`config.mk`:
```
export PLATFORM = sky130hd
export DESIGN_NAME = adder_arbiter
export DESIGN_NICKNAME = d
export VERILOG_FILES = /design/src/rtl/adder_arbiter.sv
export SDC_FILE = /design/constraint.sdc
export NUM_CORES = 1
export LEC_CHECK = 0
export ABC_AREA = 1
export ABC_CLOCK_PERIOD_IN_PS = 14900
export CORE_UTILIZATION = 25
export CTS_CLUSTER_DIAMETER = 30
export CTS_CLUSTER_SIZE = 28
export DETAILED_ROUTE_END_ITERATION = 12
export MAX_ROUTING_LAYER = met4
export PLACE_DENSITY = 0.56
export SLEW_MARGIN = 40
export SYNTH_ARGS = -nofsm -noshare
export SYNTH_HDL_FRONTEND = slang
export SYNTH_SLANG_ARGS = --single-unit
export TNS_END_PERCENT = 100
```
`constraint.sdc`:
```
create_clock -name clk -period 14.9 [get_ports clk]
set_input_delay 2.98 -clock clk [delete_from_list [all_inputs] [get_ports clk]]
set_output_delay 2.98 -clock clk [all_outputs]
set_load 0.01 [all_outputs]
```
`src/rtl/adder_arbiter.sv`:
```
// Two-requester round-robin front end sharing one ripple-carry adder, with a
// one-deep registered result stage. Define ADDER_ARB_STATS_EN for per-requester transfer counters.

module adder_rca #(
    parameter int WIDTH = 32
) (
    input  logic [WIDTH-1:0] a,
    input  logic [WIDTH-1:0] b,
    output logic [WIDTH-1:0] s,
    output logic             c
);
    logic [WIDTH:0] carry_s;

    assign carry_s[0] = 1'b0;

    for (genvar i = 0; i < WIDTH; i++) begin : g_bit
        assign s[i]         = a[i] ^ b[i] ^ carry_s[i];
        assign carry_s[i+1] = (a[i] & b[i]) | (carry_s[i] & (a[i] ^ b[i]));
    end

    assign c = carry_s[WIDTH];
endmodule

module adder_arbiter #(
    parameter int WIDTH = 32
) (
    input  logic             clk,
    input  logic             rst_n,
    input  logic             req0_valid,
    input  logic             req1_valid,
    output logic             req0_ready,
    output logic             req1_ready,
    input  logic [WIDTH-1:0] req0_a,
    input  logic [WIDTH-1:0] req0_b,
    input  logic [WIDTH-1:0] req1_a,
    input  logic [WIDTH-1:0] req1_b,
    output logic             rsp_valid,
    input  logic             rsp_ready,
    output logic [WIDTH-1:0] rsp_s,
    output logic             rsp_c,
`ifdef ADDER_ARB_STATS_EN
    output logic [15:0]      cnt0,
    output logic [15:0]      cnt1,
`endif
    output logic             rsp_id
);
    logic             last_grant_r;
    logic             grant_s;
    logic             slot_free_s;
    logic             xfer_s;
    logic [WIDTH-1:0] op_a_s;
    logic [WIDTH-1:0] op_b_s;
    logic [WIDTH-1:0] sum_s;
    logic             carry_s;

    // Round-robin grant: on a tie the requester that did not win last goes next
    always_comb begin
        grant_s = 1'b0;
        if (req0_valid && req1_valid) begin
            grant_s = ~last_grant_r;
        end else if (req1_valid) begin
            grant_s = 1'b1;
        end else begin
            grant_s = 1'b0;
        end
    end

    // Operand mux feeding the single shared adder
    always_comb begin
        op_a_s = req0_a;
        op_b_s = req0_b;
        if (grant_s) begin
            op_a_s = req1_a;
            op_b_s = req1_b;
        end else begin
            op_a_s = req0_a;
            op_b_s = req0_b;
        end
    end

    adder_rca #(.WIDTH(WIDTH)) u_adder (
        .a (op_a_s),
        .b (op_b_s),
        .s (sum_s),
        .c (carry_s)
    );

    // Ready is gated by rst_n so neither requester is accepted while reset is held
    assign slot_free_s = ~rsp_valid | rsp_ready;
    assign req0_ready  = rst_n & ~grant_s & req0_valid & slot_free_s;
    assign req1_ready  = rst_n &  grant_s & req1_valid & slot_free_s;
    assign xfer_s      = req0_ready | req1_ready;

    // Result stage: load on transfer, drop on delivery, otherwise hold
    always_ff @(posedge clk or negedge rst_n) begin
        if (!rst_n) begin
            rsp_valid    <= 1'b0;
            rsp_s        <= {WIDTH{1'b0}};
            rsp_c        <= 1'b0;
            rsp_id       <= 1'b0;
            last_grant_r <= 1'b1;
        end else if (xfer_s) begin
            rsp_valid    <= 1'b1;
            rsp_s        <= sum_s;
            rsp_c        <= carry_s;
            rsp_id       <= grant_s;
            last_grant_r <= grant_s;
        end else if (rsp_valid && rsp_ready) begin
            rsp_valid    <= 1'b0;
        end else begin
            rsp_valid    <= rsp_valid;
        end
    end

`ifdef ADDER_ARB_STATS_EN
    // Saturating per-requester transfer counters
    always_ff @(posedge clk or negedge rst_n) begin
        if (!rst_n) begin
            cnt0 <= 16'h0000;
            cnt1 <= 16'h0000;
        end else begin
            if (req0_ready && (cnt0 != 16'hFFFF)) begin
                cnt0 <= cnt0 + 16'h0001;
            end
            if (req1_ready && (cnt1 != 16'hFFFF)) begin
                cnt1 <= cnt1 + 16'h0001;
            end
        end
    end
`endif
endmodule

```
==> impl_metrics.tcl, run 1 <==
set metrics [dict create \
    critical-path-top-delay-family "adder cells" \
    drt-pass1-iter-count 4 \
    timing.hold.worst.class "reg -> reg" \
    grt_first_pass_wirelength_microns 13230 \
    cell_area_after_technology_mapping_sq_um 3182 \
    global_route_track_usage_on_met1_pct 14.40 \
    start_to_end_type_of_the_worst_setup_path "in -> reg" \
    die_width_microns 114.8 \
    per_instance_average_area_after_synthesis_sq_um 10.17 \
    worst_setup_path_endpoint "rsp_s[31]" \
    intPower_w 0.0003909 \
    grt_setup_unrepaired "true" \
    finalWirelength_microns 8409 \
    hpwlAfterDp_microns 6748 \
    dp_cells 636 \
    power.share.sequential_pct 28.6 \
    track_usage_pct 13.48 \
    clock_sinks 36 \
    start_kind "input port" \
    mostFrequentLayoutCell "sky130_fd_sc_hd__clkdlybuf4s50_1" \
    first_iter_violations 65 \
    post-route-drc-count 0 \
    cts.clk_slew.worst_paths_ns 0.05 \
    maxSlewViolCount 0 \
    grt_pass1_vias 2774 \
    cpMaxStageDelayCell "sky130_fd_sc_hd__clkdlybuf4s50_1" \
    worstReg2RegStart "last_grant_r" \
    p_switching_w 0.0002078 \
    mappedNetlistNets 478 \
    power_switching_share_pct 34.71 \
    max_stage_delay_ns 0.46 \
    count_of_standard_cell_rows 40 \
    cts_root_buffer "sky130_fd_sc_hd__clkbuf_16" \
    n_antenna_cell 0 \
    max-vdd-ir-drop_mv 0.03950 \
    clk-insertion-delay-late_ns 0.28 \
    timing.critical_path.to_type "flip-flop" \
    worstPathArrival_ns 14.92 \
    r2r_slack_ns 2.60 \
    synth_compound_area_share_pct 0.5112 \
    synth_cells 313 \
    yosys_reg_bits 36 \
    ratio_of_cells_with_drive_above_1_in_the_final_layout_pct 15.13 \
    post_synth_and_or_nand_nor_area_fraction_pct 21.27 \
    worst-endpoint-required_ns 15.06 \
    nNetsFinal 640 \
    global_route.peak_usage_layer "met2" \
    dominant_combinational_cell_family_by_area_after_synthesis "simple AND/OR/NAND/NOR gates" \
    power_leakage_nw 2.451 \
    total_power_w 0.0005987 \
    power_density_nw_per_um2 117.0 \
    hold_viol 0 \
    reg2regPathDepth 42 \
    antenna_violating_nets_post_route 0 \
    yosysSeqAreaShare_pct 28.35 \
    most-common-layout-cells "sky130_fd_sc_hd__clkdlybuf4s50_1 (166), sky130_fd_sc_hd__nand2_1 (89), sky130_fd_sc_hd__mux2i_1 (58)" \
    post_synth_xor_area_fraction_pct 0 \
    core_area_sq_um 12210 \
    drv_cap 0 \
    pin_count 170 \
    antenna_found_initial 0 \
    cts_max_path_buffers 2 \
    clock_tree_from_tritoncts "built" \
    r2r_end "rsp_s[31]" \
    globalRoute.totalOverflow 0 \
    result_of_the_run "complete, no violations" \
    synth_adder_area_share_pct 19.90 \
    critical_path_buf_inv_count 5 \
    synth-warning-count 0 \
    finalWorstPathRequiredPeriod_ns 14.76 \
    ctsHoldBuffers 0 \
    max-slew-margin-rel_pct 57.11 \
    die-height_microns 114.8 \
    path_common_cell "sky130_fd_sc_hd__fa_2" \
    filler_cell_count_in_the_final_layout 1247 \
    worstSetupStartpoint "req0_a[0]" \
    fin_skew_ns 0.004392 \
    muxShareOfSynthArea_pct 18.25 \
    number_of_buffers_created_by_cts 5 \
    max_clock_freq_ghz 0.06774 \
    cts_max_level 2 \
    routedWlPerCell_microns 13.06 \
    critical_path_cell_count 41 \
    fin_cells 644 \
    dieArea_sq_um 13180 \
    share_comb_of_total_power_pct 52.8 \
    vias_per_cell 4.115 \
    grt_util_met3_pct 3.110 \
    clk_network_pwr_share_pct 18.6 \
    period_share_pct 99.07 \
    numPortBuffers 169 \
    synth.distinct_cells 20 \
    syn_to_final_growth_pct 60.83 \
    critical_path.max_fanout 1 \
    initial_utilization_pct 26.06 \
    gp_congestion 0.7556 \
    largest_net_degree_at_the_start_of_global_routing 41 \
    dr_vias 2650 \
    grt.met2_usage_pct 24.89 \
    setup_viol_count_final 0 \
    max_slew.worst_pin.slew_ns 0.6433 \
]
per-stage QoR:
stage	TNS (ns)	setup slack, ns	utilization, %	hold WS [ns]	area [sq um]
2_1_floorplan	0	0.006185	-	0.4485	3253
3_3_place_gp	-0.9637	-0.5257	40.55	0.4559	4952
3_5_place_dp	-1.241	-0.6330	40.57	0.4586	4955
4_1_cts	-0.1158	-0.1158	41.86	0.4718	5112
5_1_grt	-0.1974	-0.1974	41.91	0.4979	5117
6_report	0	0.1385	41.91	0.4666	5117
timing repair:
| item | in CTS | in global routing |
|---|---|---|
| endpoints found under the hold margin | 0 | 0 |
| pin swaps | 5 | 4 |
| resized for setup | 3 | 4 |
| buffers inserted | 0 | 0 |
| setup endpoints to repair | 3 | 3 |
worst min path at each step:
stage / from / end / depth (start not counted)
after floorplan: last_grant_r / last_grant_r / 2
final: rsp_id / rsp_id / 2
after CTS: rsp_id / rsp_id / 2
after global placement: rsp_id / rsp_id / 2
after detailed placement: rsp_id / rsp_id / 2
after global routing: last_grant_r / last_grant_r / 2
worst register-to-register path, delay by kind of cell (launching register included):
| family | cells | cell delay, ns |
|---|---|---|
| adders and majority gates | 32 | 10.98 |
| DFF | 1 | 0.53 |
| and+or+nand+nor | 6 | 0.42 |
| buffers and inverters | 4 | 0.24 |
final cells by class:
class / count / area, sq um / area share (%)
Sequential cell: 36 / 902.1 / 17.63
Clock buffer: 8 / 156.4 / 3.056
Timing Repair Buffer: 173 / 1720 / 33.62
Multi-Input combinational cell: 220 / 1979 / 38.68
Inverter: 39 / 148.9 / 2.910
Tap cell: 168 / 210.2 / 4.108
synthesized netlist by cell type:
cell                      count  area [sq um]
sky130_fd_sc_hd__nand2_1     89         334.1
sky130_fd_sc_hd__mux2i_1     58         580.6
sky130_fd_sc_hd__inv_1       38         142.6
sky130_fd_sc_hd__dfrtp_1     35         875.8
sky130_fd_sc_hd__fa_1        31         620.6
sky130_fd_sc_hd__nand3_2     20         200.2
sky130_fd_sc_hd__nand3_1     14         70.07
sky130_fd_sc_hd__buf_6        9         101.4
sky130_fd_sc_hd__buf_12       3         60.06
sky130_fd_sc_hd__buf_8        3         45.04
sky130_fd_sc_hd__buf_2        2         10.01
sky130_fd_sc_hd__nand2_2      2         12.51
sky130_fd_sc_hd__nand2_4      2         22.52
sky130_fd_sc_hd__a21oi_4      1         16.27
sky130_fd_sc_hd__buf_4        1         7.510
sky130_fd_sc_hd__dfstp_2      1         26.28
sky130_fd_sc_hd__ha_1         1         12.51
sky130_fd_sc_hd__inv_4        1         6.260
sky130_fd_sc_hd__nand2_8      1         20.02
sky130_fd_sc_hd__nand3_4      1         17.52
registers in the layout, indices dropped and copies added, names as in the netlist:
name,flops
rsp_valid,1
rsp_s,32
rsp_c,1
last_grant_r,1
rsp_id,1
logic make-up (layout without fill, tap and decap cells):
group	Yosys count	after routing
compound gates	1	1
fa+ha+maj	32	32
buf+inv	57	220
flops	36	36
mux	58	58
simple gates	129	129
routing by layer:
metal  vias to the layer above  routed length, microns  share of wire (%)
met3                         7                     664                7.9
met4                         0                      92                1.1
met1                      1226                    3342                 40
met2                       111                    4310                 51
li1                       1306                       -                  -
met5                         -                       0                  0
power groups by stage:
stage / clock network [W] / registers [W] / logic, W
floorplan: 0 / 0.000192 / 0.000149
global placement: 0 / 0.000171 / 0.000318
detailed placement: 0 / 0.000173 / 0.000323
CTS: 0.000116 / 0.000172 / 0.000325
global route: 0.000120 / 0.000178 / 0.000352
finish: 0.000111 / 0.000171 / 0.000316
(Power assumes the default switching activity.)
==> inputs of run 2 (changes only) <==
Settings changed: PLACE_DENSITY 0.56 to 0.58, SYNTH_HIERARCHICAL from default to 1.
==> impl_metrics.tcl, run 2 <==
set metrics [dict create \
    worstPathArrival_ns 14.91 \
    async_flop_share_pct 100.0 \
    antenna_found_initial 0 \
    setup_viol_count_final 0 \
    top_register "rsp_s" \
    worst-endpoint-required_ns 15.11 \
    most-common-layout-cells "sky130_fd_sc_hd__nand2_1 (264), sky130_fd_sc_hd__clkdlybuf4s50_1 (166), sky130_fd_sc_hd__dfrtp_1 (35)" \
    drt-pass1-iter-count 8 \
    r2r_end "rsp_s[31]" \
    finalWorstPathRequiredPeriod_ns 14.69 \
    synth_top_cell_by_area "sky130_fd_sc_hd__nand2_1" \
    post-route-drc-count 18 \
    per_instance_average_area_after_synthesis_sq_um 7.192 \
    pin_count 170 \
    max_slew.worst_pin.slew_ns 0.7815 \
    clock_sinks 36 \
    nNetsFinal 736 \
    number_of_buffers_created_by_cts 5 \
    cts.clk_slew.worst_paths_ns 0.06 \
    yosys_most_used_dff "sky130_fd_sc_hd__dfrtp_1" \
    worstSetupStartpoint "req0_valid" \
    largest_net_degree_at_the_start_of_global_routing 39 \
    n_antenna_cell 0 \
    vias_per_cell 4.369 \
    cell_area_after_technology_mapping_sq_um 2970 \
    antenna_violating_nets_post_route 0 \
    finish.instance_area_sq_um 4951 \
    mostFrequentLayoutCell "sky130_fd_sc_hd__nand2_1" \
    clk-insertion-delay-late_ns 0.28 \
    synth_cells 413 \
    cpMaxStageDelayCell "sky130_fd_sc_hd__fa_1" \
    dr_vias 3124 \
    detailed_place.area_sq_um 4752 \
    ctsHoldBuffers 0 \
    synth_edf_count 0 \
    result_of_the_run "finished with violations" \
    cts_max_path_buffers 2 \
    start_to_end_type_of_the_worst_setup_path "in -> reg" \
    cts_max_level 2 \
    hold_viol 0 \
    period_share_pct 98.61 \
    routedWlPerCell_microns 12.98 \
    synth_most_common_cell "sky130_fd_sc_hd__nand2_1" \
    yosysSeqAreaShare_pct 30.37 \
    worst_setup_path_endpoint "rsp_s[31]" \
    max-vdd-ir-drop_mv 0.04555 \
    synth_common_cells "sky130_fd_sc_hd__nand2_1 (265), sky130_fd_sc_hd__dfrtp_1 (35), sky130_fd_sc_hd__nand3_1 (34)" \
    mappedNetlistNets 578 \
    critical_path.max_fanout 4 \
    yosys_reg_bits 36 \
    max_stage_delay_ns 0.40 \
    drv_cap 0 \
    first_iter_violations 106 \
    start_kind "input port" \
    die-height_microns 111 \
    initial_utilization_pct 25.79 \
    flip_flop_count_of_the_largest_register_after_layout 32 \
    gp_congestion 0.7909 \
    violations "DRC" \
    synth_top_cell_area_share_pct 33.49 \
    track_usage_pct 15.99 \
    count_of_standard_cell_rows 39 \
    core_area_sq_um 11520 \
    maxSlewViolCount 0 \
    clock_tree_from_tritoncts "built" \
    grt_first_pass_wirelength_microns 15350 \
    grt_pass1_vias 3277 \
    finalWirelength_microns 9281 \
    path_common_cell "sky130_fd_sc_hd__fa_2" \
    hpwlAfterDp_microns 7147 \
    power_leakage_nw 2.405 \
    reg2regPathDepth 43 \
    power_density_nw_per_um2 120.8 \
    max_clock_freq_ghz 0.06806 \
    cts_root_buffer "sky130_fd_sc_hd__clkbuf_16" \
    synth.distinct_cells 14 \
    timing.hold.worst.class "reg -> reg" \
    timing.critical_path.to_type "flip-flop" \
    max-slew-margin-rel_pct 47.71 \
    grt_setup_unrepaired "true" \
    fin_skew_ns 0.005711 \
    synth-warning-count 6 \
    globalRoute.totalOverflow 0 \
    min_path_cells 2 \
    worstReg2RegStart "last_grant_r" \
    numPortBuffers 169 \
    total_power_w 0.0005980 \
    ratio_of_cells_with_drive_above_1_in_the_final_layout_pct 9.091 \
    die_width_microns 111 \
    syn_to_final_growth_pct 66.68 \
    r2r_slack_ns 2.69 \
    leading_cell_types_by_total_area_after_synthesis "sky130_fd_sc_hd__nand2_1 (33%), sky130_fd_sc_hd__dfrtp_1 (29%), sky130_fd_sc_hd__fa_1 (21%), sky130_fd_sc_hd__nand3_1 (5.7%), sky130_fd_sc_hd__buf_6 (2.7%)" \
    dieArea_sq_um 12320 \
]
run 2: changes by cell type after synthesis, moves of 3 or more:
cell,previous run,this run
sky130_fd_sc_hd__buf_12,3,0
sky130_fd_sc_hd__buf_2,2,15
sky130_fd_sc_hd__buf_8,3,0
sky130_fd_sc_hd__inv_1,38,15
sky130_fd_sc_hd__mux2i_1,58,0
sky130_fd_sc_hd__nand2_1,89,265
sky130_fd_sc_hd__nand3_1,14,34
sky130_fd_sc_hd__nand3_2,20,1
run 2: timing repair:
action,4_1_cts,5_1_grt
endpoints found under the setup margin,3,2
pin swaps,1,0
buffers inserted,1,0
gates resized for setup,13,3
endpoints found under the hold margin,0,0
run 2: kinds of logic after synthesis:
group,count (synthesis),share of synthesized area [%]
AOI/OAI and AO/OA,1,0.1683
adders and majority gates,32,21.31
buffers and inverters,41,7.961
DFF,36,30.37
and+or+nand+nor,303,40.19
run 2: stage by stage:
stage	hold WS, ns	util (%)	worst slack [ns]	cells	setup TNS [ns]
after global placement	0.4616	41.24	-0.6687	706	-1.377
after detailed placement	0.4624	41.26	-0.8697	706	-2.052
final	0.4730	42.99	0.2077	715	0
after floorplan	0.4421	-	0.02703	413	0
after CTS	0.4782	42.93	0.1179	715	0
after global routing	0.4996	42.99	-0.1858	715	-0.1858
run 2: worst min path at each step:
| stage | startpoint | endpoint | slack [ns] |
|---|---|---|---|
| after floorplan | last_grant_r | last_grant_r | 0.44 |
| after global placement | rsp_id | rsp_id | 0.46 |
| after detailed placement | last_grant_r | last_grant_r | 0.46 |
| after CTS | last_grant_r | last_grant_r | 0.48 |
| after global routing | last_grant_r | last_grant_r | 0.50 |
| final | last_grant_r | last_grant_r | 0.47 |
run 2: layout make-up:
type	count	area, sq um
tap	143	178.9
inverter	16	60.06
clock buffer	8	156.4
sequential	36	902.1
multi-input combinational	336	1914
timing repair buffer	176	1739
fill	1177	6565
run 2: critical path, delay by kind of cell:
kind	cells	cell delay (ns)
AND/OR/NAND/NOR	6	0.43
adder cells (fa/ha/maj)	32	10.87
buffers and inverters	6	0.66
run 2: metal layers:
layer  part of all wire [%]  GRT usage (%)
met1                     43          18.52
met2                     50          28.18
met3                    5.5          3.116
met4                    1.5          4.292
met5                      0              -
run 2: power by group:
group,switching (W),leakage [nW],internal (W)
registers,0.0000253,0.442,0.000145
logic,0.000145,1.89,0.000173
clock network,0.0000384,0.0772,0.0000712
total,0.000209,2.40,0.000389
